`src/rtl/aes_sched_pkg.sv`:
```
// Shared definitions for the AES request scheduler: FSM state encoding,
// block width, default core timeout and the round-robin pointer helper.
package aes_sched_pkg;

  localparam int AES_BLK_W          = 128;
  localparam int TIMEOUT_CYCLES_DEF = 64;

  typedef enum logic [1:0] {
    IDLE = 2'd0,
    LOAD = 2'd1,
    BUSY = 2'd2,
    RESP = 2'd3
  } sched_state_t;

  // Pointer value that follows a grant, wrapping back to requester 0.
  function automatic int rr_next(input int grant, input int n_req);
    int nxt;
    if (grant + 1 >= n_req) begin
      nxt = 0;
    end else begin
      nxt = grant + 1;
    end
    return nxt;
  endfunction

endpackage

```
`src/rtl/aes_rr_arbiter.sv`:
```
// Combinational round-robin arbiter: picks the first pending request at or
// after the pointer, wrapping modulo N_REQ. Returns one-hot and encoded grant.
module aes_rr_arbiter #(
  parameter int N_REQ = 4,
  parameter int ID_W  = 2
) (
  input  logic [N_REQ-1:0] i_req,
  input  logic [ID_W-1:0]  i_ptr,
  output logic [N_REQ-1:0] o_grant,
  output logic [ID_W-1:0]  o_idx,
  output logic             o_any
);

  logic [ID_W-1:0] w_idx;
  logic            w_found;
  int              w_pos;
  logic            w_hit;

  // Scan requesters starting at the pointer; the first set bit wins.
  always_comb begin
    w_idx   = '0;
    w_found = 1'b0;
    w_pos   = 0;
    w_hit   = 1'b0;
    for (int i = 0; i < N_REQ; i++) begin
      w_pos   = int'(i_ptr) + i;
      w_pos   = (w_pos >= N_REQ) ? (w_pos - N_REQ) : w_pos;
      w_hit   = i_req[w_pos] & ~w_found;
      w_idx   = w_hit ? ID_W'(w_pos) : w_idx;
      w_found = w_found | w_hit;
    end
  end

  assign o_idx   = w_idx;
  assign o_any   = w_found;
  assign o_grant = w_found ? (N_REQ'(1'b1) << w_idx) : '0;

endmodule

```
`src/rtl/aes_req_scheduler.sv`:
```
// Shares one aes_cipher_top core between N_REQ requesters. Pending requests
// are granted round-robin, operands are held in registers while the core
// runs, and the ciphertext is returned tagged with the requester id.
// Optional macro AES_SCHED_TIMEOUT_EN adds a core timeout and the resp_err
// port; without it the block waits for core_done indefinitely.
module aes_req_scheduler
  import aes_sched_pkg::*;
#(
  parameter int N_REQ = 4,
`ifdef AES_SCHED_TIMEOUT_EN
  parameter int TIMEOUT_CYCLES = TIMEOUT_CYCLES_DEF,
`endif
  parameter int ID_W = 2
) (
  input  logic                       clk,
  input  logic                       rst,
  input  logic [N_REQ-1:0]           req_valid,
  output logic [N_REQ-1:0]           req_ready,
  input  logic [N_REQ*AES_BLK_W-1:0] req_key,
  input  logic [N_REQ*AES_BLK_W-1:0] req_text,
  output logic                       resp_valid,
  input  logic                       resp_ready,
  output logic [ID_W-1:0]            resp_id,
  output logic [AES_BLK_W-1:0]       resp_data,
`ifdef AES_SCHED_TIMEOUT_EN
  output logic                       resp_err,
`endif
  output logic                       core_ld,
  output logic [AES_BLK_W-1:0]       core_key,
  output logic [AES_BLK_W-1:0]       core_text,
  input  logic                       core_done,
  input  logic [AES_BLK_W-1:0]       core_text_out
);

  sched_state_t         r_state;
  logic [ID_W-1:0]      r_rr_ptr;
  logic [ID_W-1:0]      r_grant;
  logic                 r_core_ld;
  logic [AES_BLK_W-1:0] r_core_key;
  logic [AES_BLK_W-1:0] r_core_text;
  logic                 r_resp_valid;
  logic [ID_W-1:0]      r_resp_id;
  logic [AES_BLK_W-1:0] r_resp_data;

`ifdef AES_SCHED_TIMEOUT_EN
  localparam int CNT_W = $clog2(TIMEOUT_CYCLES + 1);
  logic             r_resp_err;
  logic [CNT_W-1:0] r_tmo_cnt;
`endif

  logic [N_REQ-1:0]     w_grant_oh;
  logic [ID_W-1:0]      w_grant_idx;
  logic                 w_any;
  logic [AES_BLK_W-1:0] w_sel_key;
  logic [AES_BLK_W-1:0] w_sel_text;

  aes_rr_arbiter #(
    .N_REQ (N_REQ),
    .ID_W  (ID_W)
  ) u_arb (
    .i_req   (req_valid),
    .i_ptr   (r_rr_ptr),
    .o_grant (w_grant_oh),
    .o_idx   (w_grant_idx),
    .o_any   (w_any)
  );

  assign w_sel_key  = req_key[w_grant_idx*AES_BLK_W +: AES_BLK_W];
  assign w_sel_text = req_text[w_grant_idx*AES_BLK_W +: AES_BLK_W];

  // The accept strobe is only offered while idle; it is zero when nothing is pending.
  assign req_ready = (r_state == IDLE) ? w_grant_oh : '0;

  // Scheduler FSM: accept, pulse ld, wait for done (or timeout), hold response.
  always_ff @(posedge clk or negedge rst) begin
    if (!rst) begin
      r_state      <= IDLE;
      r_rr_ptr     <= '0;
      r_grant      <= '0;
      r_core_ld    <= 1'b0;
      r_core_key   <= '0;
      r_core_text  <= '0;
      r_resp_valid <= 1'b0;
      r_resp_id    <= '0;
      r_resp_data  <= '0;
`ifdef AES_SCHED_TIMEOUT_EN
      r_resp_err   <= 1'b0;
      r_tmo_cnt    <= '0;
`endif
    end else begin
      case (r_state)
        IDLE: begin
          if (w_any) begin
            r_core_key  <= w_sel_key;
            r_core_text <= w_sel_text;
            r_grant     <= w_grant_idx;
            r_core_ld   <= 1'b1;
            r_state     <= LOAD;
          end else begin
            r_core_ld   <= 1'b0;
            r_state     <= IDLE;
          end
        end
        LOAD: begin
          // A done seen here (coinciding with ld) is deliberately ignored.
          r_core_ld <= 1'b0;
          r_state   <= BUSY;
`ifdef AES_SCHED_TIMEOUT_EN
          r_tmo_cnt <= '0;
`endif
        end
        BUSY: begin
          if (core_done) begin
            r_resp_data  <= core_text_out;
            r_resp_id    <= r_grant;
            r_resp_valid <= 1'b1;
            r_state      <= RESP;
`ifdef AES_SCHED_TIMEOUT_EN
            r_resp_err   <= 1'b0;
          end else if (r_tmo_cnt == CNT_W'(TIMEOUT_CYCLES - 1)) begin
            r_resp_data  <= '0;
            r_resp_id    <= r_grant;
            r_resp_err   <= 1'b1;
            r_resp_valid <= 1'b1;
            r_state      <= RESP;
          end else begin
            r_tmo_cnt    <= r_tmo_cnt + CNT_W'(1);
            r_state      <= BUSY;
          end
`else
          end else begin
            r_state      <= BUSY;
          end
`endif
        end
        RESP: begin
          if (resp_ready) begin
            r_resp_valid <= 1'b0;
            r_rr_ptr     <= ID_W'(rr_next(int'(r_grant), N_REQ));
            r_state      <= IDLE;
`ifdef AES_SCHED_TIMEOUT_EN
            r_resp_err   <= 1'b0;
`endif
          end else begin
            r_state      <= RESP;
          end
        end
        default: begin
          r_core_ld <= 1'b0;
          r_state   <= IDLE;
        end
      endcase
    end
  end

  assign core_ld    = r_core_ld;
  assign core_key   = r_core_key;
  assign core_text  = r_core_text;
  assign resp_valid = r_resp_valid;
  assign resp_id    = r_resp_id;
  assign resp_data  = r_resp_data;
`ifdef AES_SCHED_TIMEOUT_EN
  assign resp_err   = r_resp_err;
`endif

endmodule

```
`config.mk`:
```
export PLATFORM = sky130hd
export DESIGN_NAME = aes_req_scheduler
export DESIGN_NICKNAME = d
export VERILOG_FILES = /design/src/rtl/aes_sched_pkg.sv /design/src/rtl/aes_rr_arbiter.sv /design/src/rtl/aes_req_scheduler.sv
export SDC_FILE = /design/constraint.sdc
export NUM_CORES = 1
export LEC_CHECK = 0
export BUFFER_PORTS_ARGS = -buffer_cell sky130_fd_sc_hd__buf_2
export CAP_MARGIN = 25
export CORE_AREA = 2 2 613 615
export DETAILED_ROUTE_END_ITERATION = 16
export DIE_AREA = 0 0 615 617
export PLACE_DENSITY = 0.3
export SYNTH_ARGS = -nofsm -noshare
export SYNTH_HDL_FRONTEND = slang
export SYNTH_SLANG_ARGS = --single-unit
```
`constraint.sdc`:
```
create_clock -name clk -period 2.05 [get_ports clk]
set_input_delay 0.205 -clock clk [delete_from_list [all_inputs] [get_ports clk]]
set_output_delay 0.205 -clock clk [all_outputs]
set_load 0.02 [all_outputs]
```
=== Word level (Yosys, flattened, before mapping) ===
Index checks and enable logic that the tools add are counted.

* Register bits after elaboration: 394
* Bits in latches: 0
* RAM bits: 0
* Memory bits (read-only): 0
* Input port bits: 1160
* Output and inout port bits: 392
* Word-level logic and storage cells: 82
* Memories: 0

* $add $sub $neg: 8
* Multiply operators: 0
* Divide/modulo/power cells: 0
* Magnitude comparators: 9
* Eq/ne operators: 5
* Shifts and indexed selects: 3
* Mux-type cells: 32
* Bitwise logic cells: 9
* Reduce and logical (&&, ||, !) cells: 7

{| class="wikitable"
|+ Operators by type and width
! cell !! number
|-
| $shiftx 512x10->128 || 2
|-
| $lt 32x4->1 const B || 4
|-
| $mux 32 || 4
|-
| $ge 32x4->1 const B || 3
|-
| $sub 32x4->32 const B || 3
|-
| $mux 1 || 13
|-
| $mux 2 || 6
|-
| $bmux 1 s2 || 4
|-
| $mux 4 || 2
|-
| $pmux 2 s4 || 1
|-
| $add 2x1->3 const B || 2
|-
| $add 2x2->3 const B || 2
|-
| $reduce_and 2->1 || 3
|-
| $eq 2x2->1 const B || 2
|-
| $ne 2x2->1 const B || 2
|-
| $pmux 1 s2 || 2
|-
| $reduce_bool 2->1 || 2
|-
| $shl 1x2->4 const A || 1
|-
| $sub 2x3->4 const B || 1
|-
| $and 1x1->1 || 3
|-
| $ge 2x3->1 const B || 1
|-
| $ge 3x3->1 const B || 1
|-
| $not 1->1 || 3
|-
| $or 1x1->1 || 3
|-
| other kinds (3) || 3
|}

=== Logic depth before layout (Yosys ltp) ===
Gate-level depths: netlist (run 1).

* Depth in word-level cells: 17
* Gate-level depth with buffers: 9
* Depth with buffers taken out: 5

=== Modules after synthesis ===
From an unflattened synthesis (run 1), not the netlist that was laid out.

* Cell total of the unflattened synthesis: 1764
* Area, all modules: 20883.8 um2

{| class="wikitable"
|+ By module, submodules not included
! module !! times used !! cells each !! area each (um2) !! sequential area each (um2)
|-
| aes_req_scheduler || 1 || 1732 || 20701.1 || 9859.5
|-
| aes_rr_arbiter || 1 || 32 || 182.7 || 0.0
|}

=== Worst setup path before layout (run 1) ===
OpenSTA, ideal clock, no wires.

* Kind: flip-flop to flip-flop
* Start point: reg r_rr_ptr[0]
* End point: reg r_core_key[59] (netlist: core_key[59])
* Setup time: 138 ps
* Data arrival time: 1852 ps
* Required time: 1912 ps
* Slack: 60 ps
* Cell stages (with the launch flop): 9
* Buffers on the path: 3
* Clock period less this slack: 1990 ps
* Cells stage by stage: dfrtp_1 nor2b_1 or4b_4 buf_6 buf_12 buf_6 and3_1 a211oi_2 o22ai_1

* Cells in the longest elaborated chain, start to end: 15
* Elaborated cells on any way between the ends: 42
* Classes of those cells: add/sub (7); order compare (4); shift (1); mux (20); bitwise (9); reduce/logical (1)

{| class="wikitable"
|+ Ends and longest elaborated chain
! element !! line !! source
|-
| start: declaration || aes_req_scheduler.sv:36 || <nowiki>logic [ID_W-1:0] r_rr_ptr;</nowiki>
|-
| start signal: assignment || aes_req_scheduler.sv:139 || <nowiki>r_rr_ptr <= ID_W'(rr_next(int'(r_grant), N_REQ));</nowiki>
|-
| $add 2x1->3, or another cell as far along || aes_rr_arbiter.sv:26 || <nowiki>w_pos = int'(i_ptr) + i;</nowiki>
|-
| $sub 32x4->32, or another cell as far along || aes_rr_arbiter.sv:27 || <nowiki>w_pos = (w_pos >= N_REQ) ? (w_pos - N_REQ) : w_pos;</nowiki>
|-
| $mux 32 / $bmux 1 s2 (equally long branches) || aes_rr_arbiter.sv:27, aes_rr_arbiter.sv:28 ||
|-
| $bmux 1 s2 / $mux 1 (equally long branches) || aes_rr_arbiter.sv:28 || <nowiki>w_hit = i_req[w_pos] & ~w_found;</nowiki>
|-
| $mux 1 (not written as such) || aes_rr_arbiter.sv:28 ||
|-
| $mux 1 (not written as such) / $not 1->1 (equally long branches) || aes_rr_arbiter.sv:28 ||
|-
| $and 1x1->1 || aes_rr_arbiter.sv:28 ||
|-
| $or 1x1->1 || aes_rr_arbiter.sv:30 || <nowiki>w_found = w_found | w_hit;</nowiki>
|-
| $not 1->1 || aes_rr_arbiter.sv:28 ||
|-
| $and 1x1->1 || aes_rr_arbiter.sv:28 ||
|-
| $or 1x1->1 || aes_rr_arbiter.sv:30 ||
|-
| $not 1->1 || aes_rr_arbiter.sv:28 ||
|-
| $and 1x1->1 || aes_rr_arbiter.sv:28 ||
|-
| $mux 2 / $or 1x1->1 (equally long branches) || aes_rr_arbiter.sv:29, aes_rr_arbiter.sv:30 ||
|-
| $shiftx 512x10->128 / $reduce_and 2->1 (equally long branches) || - ||
|-
| end signal: assignment || aes_req_scheduler.sv:94 || <nowiki>r_core_key <= w_sel_key;</nowiki>
|-
| end: declaration || aes_req_scheduler.sv:39 || <nowiki>logic [AES_BLK_W-1:0] r_core_key;</nowiki>
|}

Several ways; a longest one is shown, not always the timed one. The select of a mux whose other input is x is not followed.
A chain may end at the register's enable or synchronous reset.

=== Final worst setup path (run 1) ===
* Start point: reg r_rr_ptr[0]
* End point: reg r_core_text[1] (netlist: core_text[1])

* Cells in the longest elaborated chain, start to end: 15
* Elaborated cells on any way between the ends: 42
* Classes of those cells: add/sub (7); order compare (4); shift (1); mux (20); bitwise (9); reduce/logical (1)

{| class="wikitable"
|+ Ends and longest elaborated chain
! element !! line !! source
|-
| $add 2x1->3, or another cell as far along || aes_rr_arbiter.sv:26 ||
|-
| $sub 32x4->32, or another cell as far along || aes_rr_arbiter.sv:27 ||
|-
| $mux 32 / $bmux 1 s2 (equally long branches) || aes_rr_arbiter.sv:27, aes_rr_arbiter.sv:28 ||
|-
| $bmux 1 s2 / $mux 1 (equally long branches) || aes_rr_arbiter.sv:28 ||
|-
| $mux 1 (not written as such) || aes_rr_arbiter.sv:28 ||
|-
| $mux 1 (not written as such) / $not 1->1 (equally long branches) || aes_rr_arbiter.sv:28 ||
|-
| $and 1x1->1 || aes_rr_arbiter.sv:28 ||
|-
| $or 1x1->1 || aes_rr_arbiter.sv:30 ||
|-
| $not 1->1 || aes_rr_arbiter.sv:28 ||
|-
| $and 1x1->1 || aes_rr_arbiter.sv:28 ||
|-
| $or 1x1->1 || aes_rr_arbiter.sv:30 ||
|-
| $not 1->1 || aes_rr_arbiter.sv:28 ||
|-
| $and 1x1->1 || aes_rr_arbiter.sv:28 ||
|-
| $mux 2 / $or 1x1->1 (equally long branches) || aes_rr_arbiter.sv:29, aes_rr_arbiter.sv:30 ||
|-
| $shiftx 512x10->128 / $reduce_and 2->1 (equally long branches) || - ||
|-
| end signal: assignment || aes_req_scheduler.sv:95 || <nowiki>r_core_text <= w_sel_text;</nowiki>
|-
| end: declaration || aes_req_scheduler.sv:40 || <nowiki>logic [AES_BLK_W-1:0] r_core_text;</nowiki>
|}

Several ways; a longest one is shown, not always the timed one. The select of a mux whose other input is x is not followed.

==> summary.md, run 1 <==
| Metric | Value |
|---|---|
| Sum of overflow across all layers after global routing | 0 |
| Endpoint class of the critical path | flop |
| Critical path's slowest cell | or4b_4 |
| Data arrival time of the critical path | 3.16 ns |
| Minimum period implied by the final worst setup slack | 2.58 ns |
| Mapped Area | 0.0234 sq mm |
| Max VDD drop | 750 uV |
| Worst reg2reg path depth | 11 |
| Die Ht | 617 um |
| Static power due to leakage | 24.9 nW |
| Number of nets produced by synthesis | 3253 |
| Clock buffer depth | 3 |
| Total clock buffers created by CTS | 61 |
| Cell type with the highest aggregate area in the netlist | dfrtp_1 |
| Number of cells produced by synthesis | 2092 |
| P per Cell Area | 1340 mW/mm^2 |
| Routed WL per cell | 29.0 um |
| Overall via count from detail_route | 34000 |
| Post-synthesis area per instance | 11.2 sq um |
| Worst min-delay path startpoint | req_text[297] |
| Final estimated routing congestion in global placement | 0.954 |
| Yosys top cell area share | 42.1% |
| Maximum cell stage delay along the critical path | 0.63 ns |
| Ports | 1552 |
| Final layout net count | 6274 |
| X dimension of the die | 615 um |
| Path type of the worst min-delay path | primary input to flop |
| Clock transition at the register clock pins on the worst setup and hold paths after CTS | 0.07 ns |
| Top area cells in the synthesized netlist | dfrtp_1 (42%), a211oi_2 (13%), mux2i_1 (11%), and3_1 (6.9%), o22ai_1 (6.8%) |
| Max-capacitance violation count | 0 |
| DR pass1 iterations | 7 |
| Ratio of final minimum period to clock period | 126% |
| Residual antenna-violating net count after detailed routing | 0 |
| Setup-violating endpoint count in the final report | 260 |
| Headroom to the max-slew limit | 61.6% |
| Global-route wire length before repair | 372000 um |
| Violated checks | setup timing |
| Unrepaired setup endpoints after global routing | true |
| Pwr Total | 80.4 mW |
| Via count of the first global-routing pass | 34900 |
| Hold worst-path end | core_text[41] |
| Final worst clock skew | 0.0771 ns |
| CP dominant cell by count | buf_12 |
| Drt total wl | 297000 um |
| Count of flip-flops with a built-in enable after synthesis | 0 |
| HPWL after detailed placement | 239000 um |
| Seq/Total Area, Yosys | 42.1% |
| Worst slack at placement | -0.968 ns |
| Number of DRC violations after detailed routing | 0 |
| # H-tree levels | 2 |
| # clock sinks | 394 |
| Count of buffering cells on the critical path with inverters included | 6 |
| Clock tree from TritonCTS | built |
| Fraction of registers with async set or reset after synthesis | 100% |
| Yosys cell types | 39 |
| Initial antenna violation count | 195 |
| # fillers | 42100 |
| Area Overhead vs Synth | 155% |
| Net switching share of the total power | 46.6% |
| Type of element launching the critical path | flop |
| Most frequent cell after synthesis | dfrtp_1 |
| Clock network fraction of design power | 14.8% |
| Switching pwr | 37.5 mW |
| Share of final-layout standard cells stronger than drive strength 1 | 54.6% |
| Worst setup slack after layout | -0.534 ns |
| Core Rows | 225 |
| Cell internal pwr | 42.9 mW |
| Cell types with the highest counts after synthesis | dfrtp_1 (394), and3_1 (257), mux2i_1 (256), o22ai_1 (256), o21ai_0 (253) |
| Status | finished, violations left |
| Maximum number of pins on one net before global-route repair | 59 |
| Floorplan die area | 0.379 sq mm |
| Via density per instance | 3.32 |
| Part of the total power dissipated in sequential elements | 18.5% |
| Crit-path cells | nor2b_4 > or4b_4 > buf_12 > nand2_8 > buf_16 > buf_16 > buf_12 > buf_12 > buf_12 > mux2i_1 > o22ai_1 |
| Starting DRC count in detailed routing | 2247 |
| GRT Util Overall | 14.8% |
| Final number of hold-violating endpoints | 0 |
| Combinational share of power | 66.7% |
| Count of input and output buffers | 1551 |
| CP top delay family | buffers and inverters |
| Effective utilization at floorplan | 6.28% |
| Root Buffer Master | clkbuf_16 |
| Post-synthesis register bit count | 394 |
| Critical register-to-register path startpoint | r_rr_ptr[0] |
| Commonest register cell after synthesis | dfrtp_1 |
| Total number of cells along the worst setup path | 11 |
| Reg-to-Reg End | core_text[1] |
| Clock network latency to the later pin of the worst-skew pair | 0.76 ns |
| Slew @ Worst Pin | 0.574 ns |
| Min-Delay Path Depth | 4 |
| Required time worst endpoint | 2.63 ns |
| Max-slew violation count | 0 |
| Core footprint | 0.374 sq mm |
| Setup CP Type | flop to flop |
| Crit-path max FO | 6 |
| Synthesis warning total | 0 |
| Achievable clock frequency | 387 MHz |
| R2R Setup Slk | -0.53 ns |
==> through the flow <==
| step | instance area [sq um] | setup TNS, ns | std cells | util [%] | hold slack (ns) |
|---|---|---|---|---|---|
| 2_1_floorplan | 23400 | 0 | 2092 | - | -0.0906 |
| 3_3_place_gp | 38900 | -115.51 | 8674 | 10.4 | 0.149 |
| 3_5_place_dp | 38900 | -116.06 | 8674 | 10.4 | 0.148 |
| 4_1_cts | 58600 | -114.11 | 10100 | 15.7 | 0.00158 |
| 5_1_grt | 59800 | -124.00 | 10200 | 16.0 | 0.0417 |
| 6_report | 59800 | -99.92 | 10200 | 16.0 | 0.0721 |
==> power groups by stage <==
stage | clock [mW] | combinational [mW] | sequential [mW]
2_1_floorplan | 0 | 15.5 | 18.8
3_3_place_gp | 0 | 38.6 | 14.9
3_5_place_dp | 0 | 38.6 | 14.9
4_1_cts | 12.4 | 52.4 | 14.9
5_1_grt | 12.7 | 56.1 | 15.3
6_report | 11.9 | 53.6 | 14.9
==> cell type report <==
type	instances	area (sq um)	area share (%)
repair buffers	3200	27100	45.2
multi-input cells	1456	14300	23.9
flip-flops and latches	394	9860	16.5
well taps	4994	6250	10.4
clock buffers	89	1790	2.99
clock inverters	23	374	0.625
diodes	90	225	0.376
==> worst register-to-register path, delay by kind of cell (launching register included) <==
family                 cells  cell delay, ns
AOI/OAI and AO/OA          1            0.09
buffers and inverters      6            0.90
DFF                        1            0.41
muxes                      1            0.22
and+or+nand+nor            3            0.80
==> registers in the layout, indices dropped and copies added, names as in the netlist <==
signal,flops
core_ld,1
core_key,128
resp_data,128
resp_valid,1
r_state,2
core_text,128
r_grant,2
r_rr_ptr,2
resp_id,2
==> worst max path at each step <==
stage,startpoint,to,slack [ns]
3_3_place_gp,req_valid[2],core_text[23],-0.97
4_1_cts,r_rr_ptr[0],req_ready[2],-0.72
2_1_floorplan,r_rr_ptr[0],core_key[59],0.06
3_5_place_dp,req_valid[3],core_text[23],-0.97
6_report,r_rr_ptr[0],core_text[1],-0.53
5_1_grt,r_rr_ptr[0],req_ready[2],-0.67
==> routing by layer <==
layer  part of all wire, %  global-route usage (%)  up-vias  routed length, um
li1                      -                       -    14300                  -
met1                    42                    18.6    17300             125000
met2                    48                    25.4     1745             143000
met3                   6.1                    3.11      572              18200
met4                   3.4                    4.17       70              10200
met5                  0.17                       0        -                498
==> what timing repair did <==
item | 4_1_cts | 5_1_grt
gates cloned | 82 | 5
gates resized for setup | 607 | 238
endpoints found under the hold margin | 728 | 0
hold buffers | 1145 | 0
setup buffers | 123 | 60
pin swaps | 473 | 254
endpoints found under the setup margin | 260 | 260
==> placed cells by master, fill, tap and decap left out, types with 73 or more instances in the layout <==
cell type / count
a211oi_2: 189
and3_1: 112
and3_4: 145
buf_12: 124
buf_16: 86
buf_2: 1546
buf_4: 170
buf_6: 73
dfrtp_1: 393
diode_2: 90
dlygate4sd3_1: 1144
mux2_2: 131
mux2i_1: 176
o21ai_0: 252
o22ai_1: 222
==> cells by family (layout without fill, tap and decap cells) <==
kind of cell               Yosys count  after routing  synth area share [%]
AOI/OAI and AO/OA                  781            781                  26.0
DFF                                394            394                  42.1
muxes                              387            387                  17.2
and+or+nand+nor                    287            287                  7.61
buffers and inverters              242           3312                  7.02
adders and majority gates            1              1                0.0534
other                                0             90                     0
Power figures use the tool's default switching activity.
==> inputs of run 2 (changes only) <==
ABC_AREA = 1   (was default)
CORE_AREA = 2 2 608 610   (was 2 2 613 615)
DIE_AREA = 0 0 610 612   (was 0 0 615 617)
==> run 2 against run 1 <==
  * The run still ends with setup timing left
  * Register-to-register slack got worse by 0.23 ns
  * Sequential share of layout area decreased by 0.25 points
  * Wire length increased by 3.2%
  * Critical path type is now flop to output port
  * Largest cell class unchanged
  * Largest power group unchanged
  * Highest routed layer unchanged
==> summary.md, run 2 <==
| Metric | Value |
|---|---|
| Die Ht | 612 um (was 617 um) |
| HPWL after detailed placement | 248000 um (was 239000 um) |
| Core footprint | 0.367 sq mm (was 0.374 sq mm) |
| Effective utilization at floorplan | 6.65% (was 6.28%) |
| DR pass1 iterations | 7 (unchanged) |
| Required time worst endpoint | 1.85 ns (was 2.63 ns) |
| Overall via count from detail_route | 39800 (was 34000) |
| Via count of the first global-routing pass | 40200 (was 34900) |
| Violated checks | setup timing (unchanged) |
| Final worst clock skew | 0.0818 ns (was 0.0771 ns) |
| Pwr Total | 113 mW (was 80.4 mW) |
| Routed WL per cell | 27.1 um (was 29.0 um) |
| Headroom to the max-slew limit | 63.4% (was 61.6%) |
| GRT Util Overall | 15.4% (was 14.8%) |
| Clock tree from TritonCTS | built (unchanged) |
| Endpoint class of the critical path | output port (was flop) |
| Ratio of final minimum period to clock period | 138% (was 126%) |
| Path type of the worst min-delay path | primary input to flop (unchanged) |
| Floorplan die area | 0.373 sq mm (was 0.379 sq mm) |
| Count of input and output buffers | 1551 (unchanged) |
| Clock transition at the register clock pins on the worst setup and hold paths after CTS | 0.06 ns (was 0.07 ns) |
| Via density per instance | 3.52 (was 3.32) |
| Starting DRC count in detailed routing | 2749 (was 2247) |
| Data arrival time of the critical path | 2.63 ns (was 3.16 ns) |
| Top area cells in the synthesized netlist | dfrtp_1 (40%), nand2_1 (28%), nand4_1 (13%), mux2_2 (5.9%), nand3_1 (5.5%) (was dfrtp_1 (42%), a211oi_2 (13%), mux2i_1 (11%), and3_1 (6.9%), o22ai_1 (6.8%)) |
| Max-slew violation count | 0 (unchanged) |
| Number of cells produced by synthesis | 3503 (was 2092) |
| R2R Setup Slk | -0.76 ns (was -0.53 ns) |
| Cell type with the highest aggregate area in the netlist | dfrtp_1 (unchanged) |
| Residual antenna-violating net count after detailed routing | 0 (unchanged) |
| Worst min-delay path startpoint | req_text[138] (was req_text[297]) |
| Final number of hold-violating endpoints | 0 (unchanged) |
| Final layout net count | 7552 (was 6274) |
| Initial antenna violation count | 191 (was 195) |
| Min-Delay Path Depth | 5 (was 4) |
| Core Rows | 223 (was 225) |
| # H-tree levels | 2 (unchanged) |
| Worst setup slack after layout | -0.782 ns (was -0.534 ns) |
| Total clock buffers created by CTS | 61 (unchanged) |
| Final design area excluding fillers | 0.0608 sq mm (was 0.0598 sq mm) |
| Max-capacitance violation count | 0 (unchanged) |
| Commonest register cell after synthesis | dfrtp_1 (unchanged) |
| Clock buffer depth | 3 (unchanged) |
| Most frequent cell after synthesis | nand2_1 (was dfrtp_1) |
| Area of placed instances | 0.0401 sq mm (was 0.0389 sq mm) |
| Post-synthesis register bit count | 394 (unchanged) |
| Reg-to-Reg End | core_text[31] (was core_text[1]) |
| Max VDD drop | 925 uV (was 750 uV) |
| # fillers | 41800 (was 42100) |
| Sequential cell area | 0.00986 sq mm (unchanged) |
| Achievable clock frequency | 353 MHz (was 387 MHz) |
| Ports | 1552 (unchanged) |
| X dimension of the die | 610 um (was 615 um) |
| Footprint of the multi-input gates | 0.0162 sq mm (was 0.0143 sq mm) |
| Crit-path max FO | 8 (was 6) |
| Maximum number of pins on one net before global-route repair | 66 (was 59) |
| Drt total wl | 307000 um (was 297000 um) |
| Yosys cell types | 24 (was 39) |
| Hold worst-path end | core_text[10] (was core_text[41]) |
| Most used cells in the layout excluding fill and tap cells | buf_2 (1546), nand2_1 (1273), dlygate4sd3_1 (1149) (was buf_2 (1546), dlygate4sd3_1 (1144), dfrtp_1 (393)) |
| Setup CP Type | flop to output port (was flop to flop) |
| Sum of overflow across all layers after global routing | 0 (unchanged) |
| Setup-violating endpoint count in the final report | 264 (was 260) |
| Global-route wire length before repair | 388000 um (was 372000 um) |
| Type of element launching the critical path | flop (unchanged) |
| Static power due to leakage | 29.3 nW (was 24.9 nW) |
| Most common cell after layout, fill and taps aside | buf_2 (unchanged) |
| Share of final-layout standard cells stronger than drive strength 1 | 45.2% (was 54.6%) |
| Root Buffer Master | clkbuf_16 (unchanged) |
| Area Overhead vs Synth | 149% (was 155%) |
| Minimum period implied by the final worst setup slack | 2.83 ns (was 2.58 ns) |
| Yosys top cell area share | 40.4% (was 42.1%) |
| Cell types with the highest counts after synthesis | nand2_1 (1833), nand4_1 (512), dfrtp_1 (394), nand3_1 (266), buf_2 (145) (was dfrtp_1 (394), and3_1 (257), mux2i_1 (256), o22ai_1 (256), o21ai_0 (253)) |
| Slew @ Worst Pin | 0.549 ns (was 0.574 ns) |
| P per Cell Area | 1870 mW/mm^2 (was 1340 mW/mm^2) |
| Status | finished, violations left (unchanged) |
| Final estimated routing congestion in global placement | 0.949 (was 0.954) |
| Unrepaired setup endpoints after global routing | true (unchanged) |
| Critical register-to-register path startpoint | r_rr_ptr[0] (unchanged) |
| Worst slack at placement | -0.648 ns (was -0.968 ns) |
| Number of nets produced by synthesis | 4664 (was 3253) |
| # clock sinks | 394 (unchanged) |
| Fraction of registers with async set or reset after synthesis | 100% (unchanged) |
| Clock network latency to the later pin of the worst-skew pair | 0.76 ns (about the same) |
| Seq/Total Area, Yosys | 40.4% (was 42.1%) |
| Mapped Area | 0.0244 sq mm (was 0.0234 sq mm) |
| Worst reg2reg path depth | 22 (was 11) |
| Synthesis warning total | 0 (unchanged) |
| Count of flip-flops with a built-in enable after synthesis | 0 (unchanged) |
| Post-synthesis area per instance | 6.97 sq um (was 11.2 sq um) |
| Number of DRC violations after detailed routing | 0 (unchanged) |
==> run 2: cell count changes after synthesis, sizes merged, moves of 11 or more <==
cell | before | now
a211oi | 257 | 0
and3 | 257 | 0
buf | 141 | 214
clkbuf | 101 | 112
inv | 0 | 19
mux2i | 256 | 0
nand2 | 13 | 1835
nand3 | 1 | 267
nand4 | 0 | 512
o21ai | 260 | 4
o22ai | 256 | 0
==> run 2: final cells by class <==
type | count | area share [%]
timing repair buffer | 3151 | 43.1
tap | 4837 | 9.96
clock inverter | 26 | 0.669
antenna | 54 | 0.222
sequential | 394 | 16.2
clock buffer | 87 | 2.95
inverter | 19 | 0.152
multi-input combinational | 2764 | 26.7
==> run 2: layer usage <==
metal | vias up | global-route usage, % | part of all wire [%]
li1 | 17700 | - | -
met4 | 96 | 4.25 | 3.6
met1 | 19500 | 18.7 | 41
met2 | 1960 | 26.7 | 48
met5 | - | 0 | 0.20
met3 | 605 | 4.18 | 7.3
==> run 2: worst max path at each step <==
stage / startpoint / cells after the start / slack (ns) / endpoint
2_1_floorplan: r_rr_ptr[0] / 13 / -0.04 / req_ready[0]
3_3_place_gp: r_rr_ptr[0] / 15 / -0.64 / core_text[70]
3_5_place_dp: r_rr_ptr[0] / 14 / -0.65 / core_text[70]
4_1_cts: r_rr_ptr[0] / 12 / -0.96 / req_ready[0]
5_1_grt: r_rr_ptr[0] / 14 / -0.98 / req_ready[1]
6_report: r_rr_ptr[0] / 15 / -0.78 / req_ready[0]
==> run 2: metrics by stage <==
step	hold slack, ns	TNS, ns	utilization (%)	cells
final	0.0612	-169.32	16.5	11300
after floorplan	-0.0906	-0.152	-	3503
after CTS	0.0180	-180.48	15.7	11200
after global placement	0.177	-109.18	10.9	9845
after detailed placement	0.178	-111.58	10.9	9845
after global routing	0.0125	-206.38	16.5	11300
==> run 2: cell families after synthesis <==
group	share of synthesized area (%)
flops	40.4
mux	5.95
simple gates	47.1
buf+inv	6.34
compound gates	0.195
fa+ha+maj	0.0512
==> run 2: timing repair <==
action,4_1_cts,5_1_grt
gates resized for setup,472,670
pin swaps,95,271
buffers inserted,69,44
hold buffers,1150,0
endpoints found under the hold margin,724,0
setup endpoints to repair,263,264
cloned,48,32
==> run 2: power by group <==
group          internal, mW  leakage [nW]  switching (mW)
clock                  6.97          1.06            4.97
sequential             11.6          4.86            2.46
combinational          35.9          23.4            51.5
total                  54.5          29.3            59.0
==> run 2: worst max-delay path, stage by stage (launching register included) <==
cell and delay, ns:
dfrtp_2 0.41, clkinv_4 0.12, buf_6 0.14, nand2_4 0.05, nand2_4 0.05, nand2_2 0.06, nand2_2 0.06, nand2_4 0.08
buf_6 0.10, nand3_4 0.08, buf_12 0.15, buf_12 0.12, nand2_8 0.09, inv_6 0.05, nor2_4 0.12, buf_12 0.15
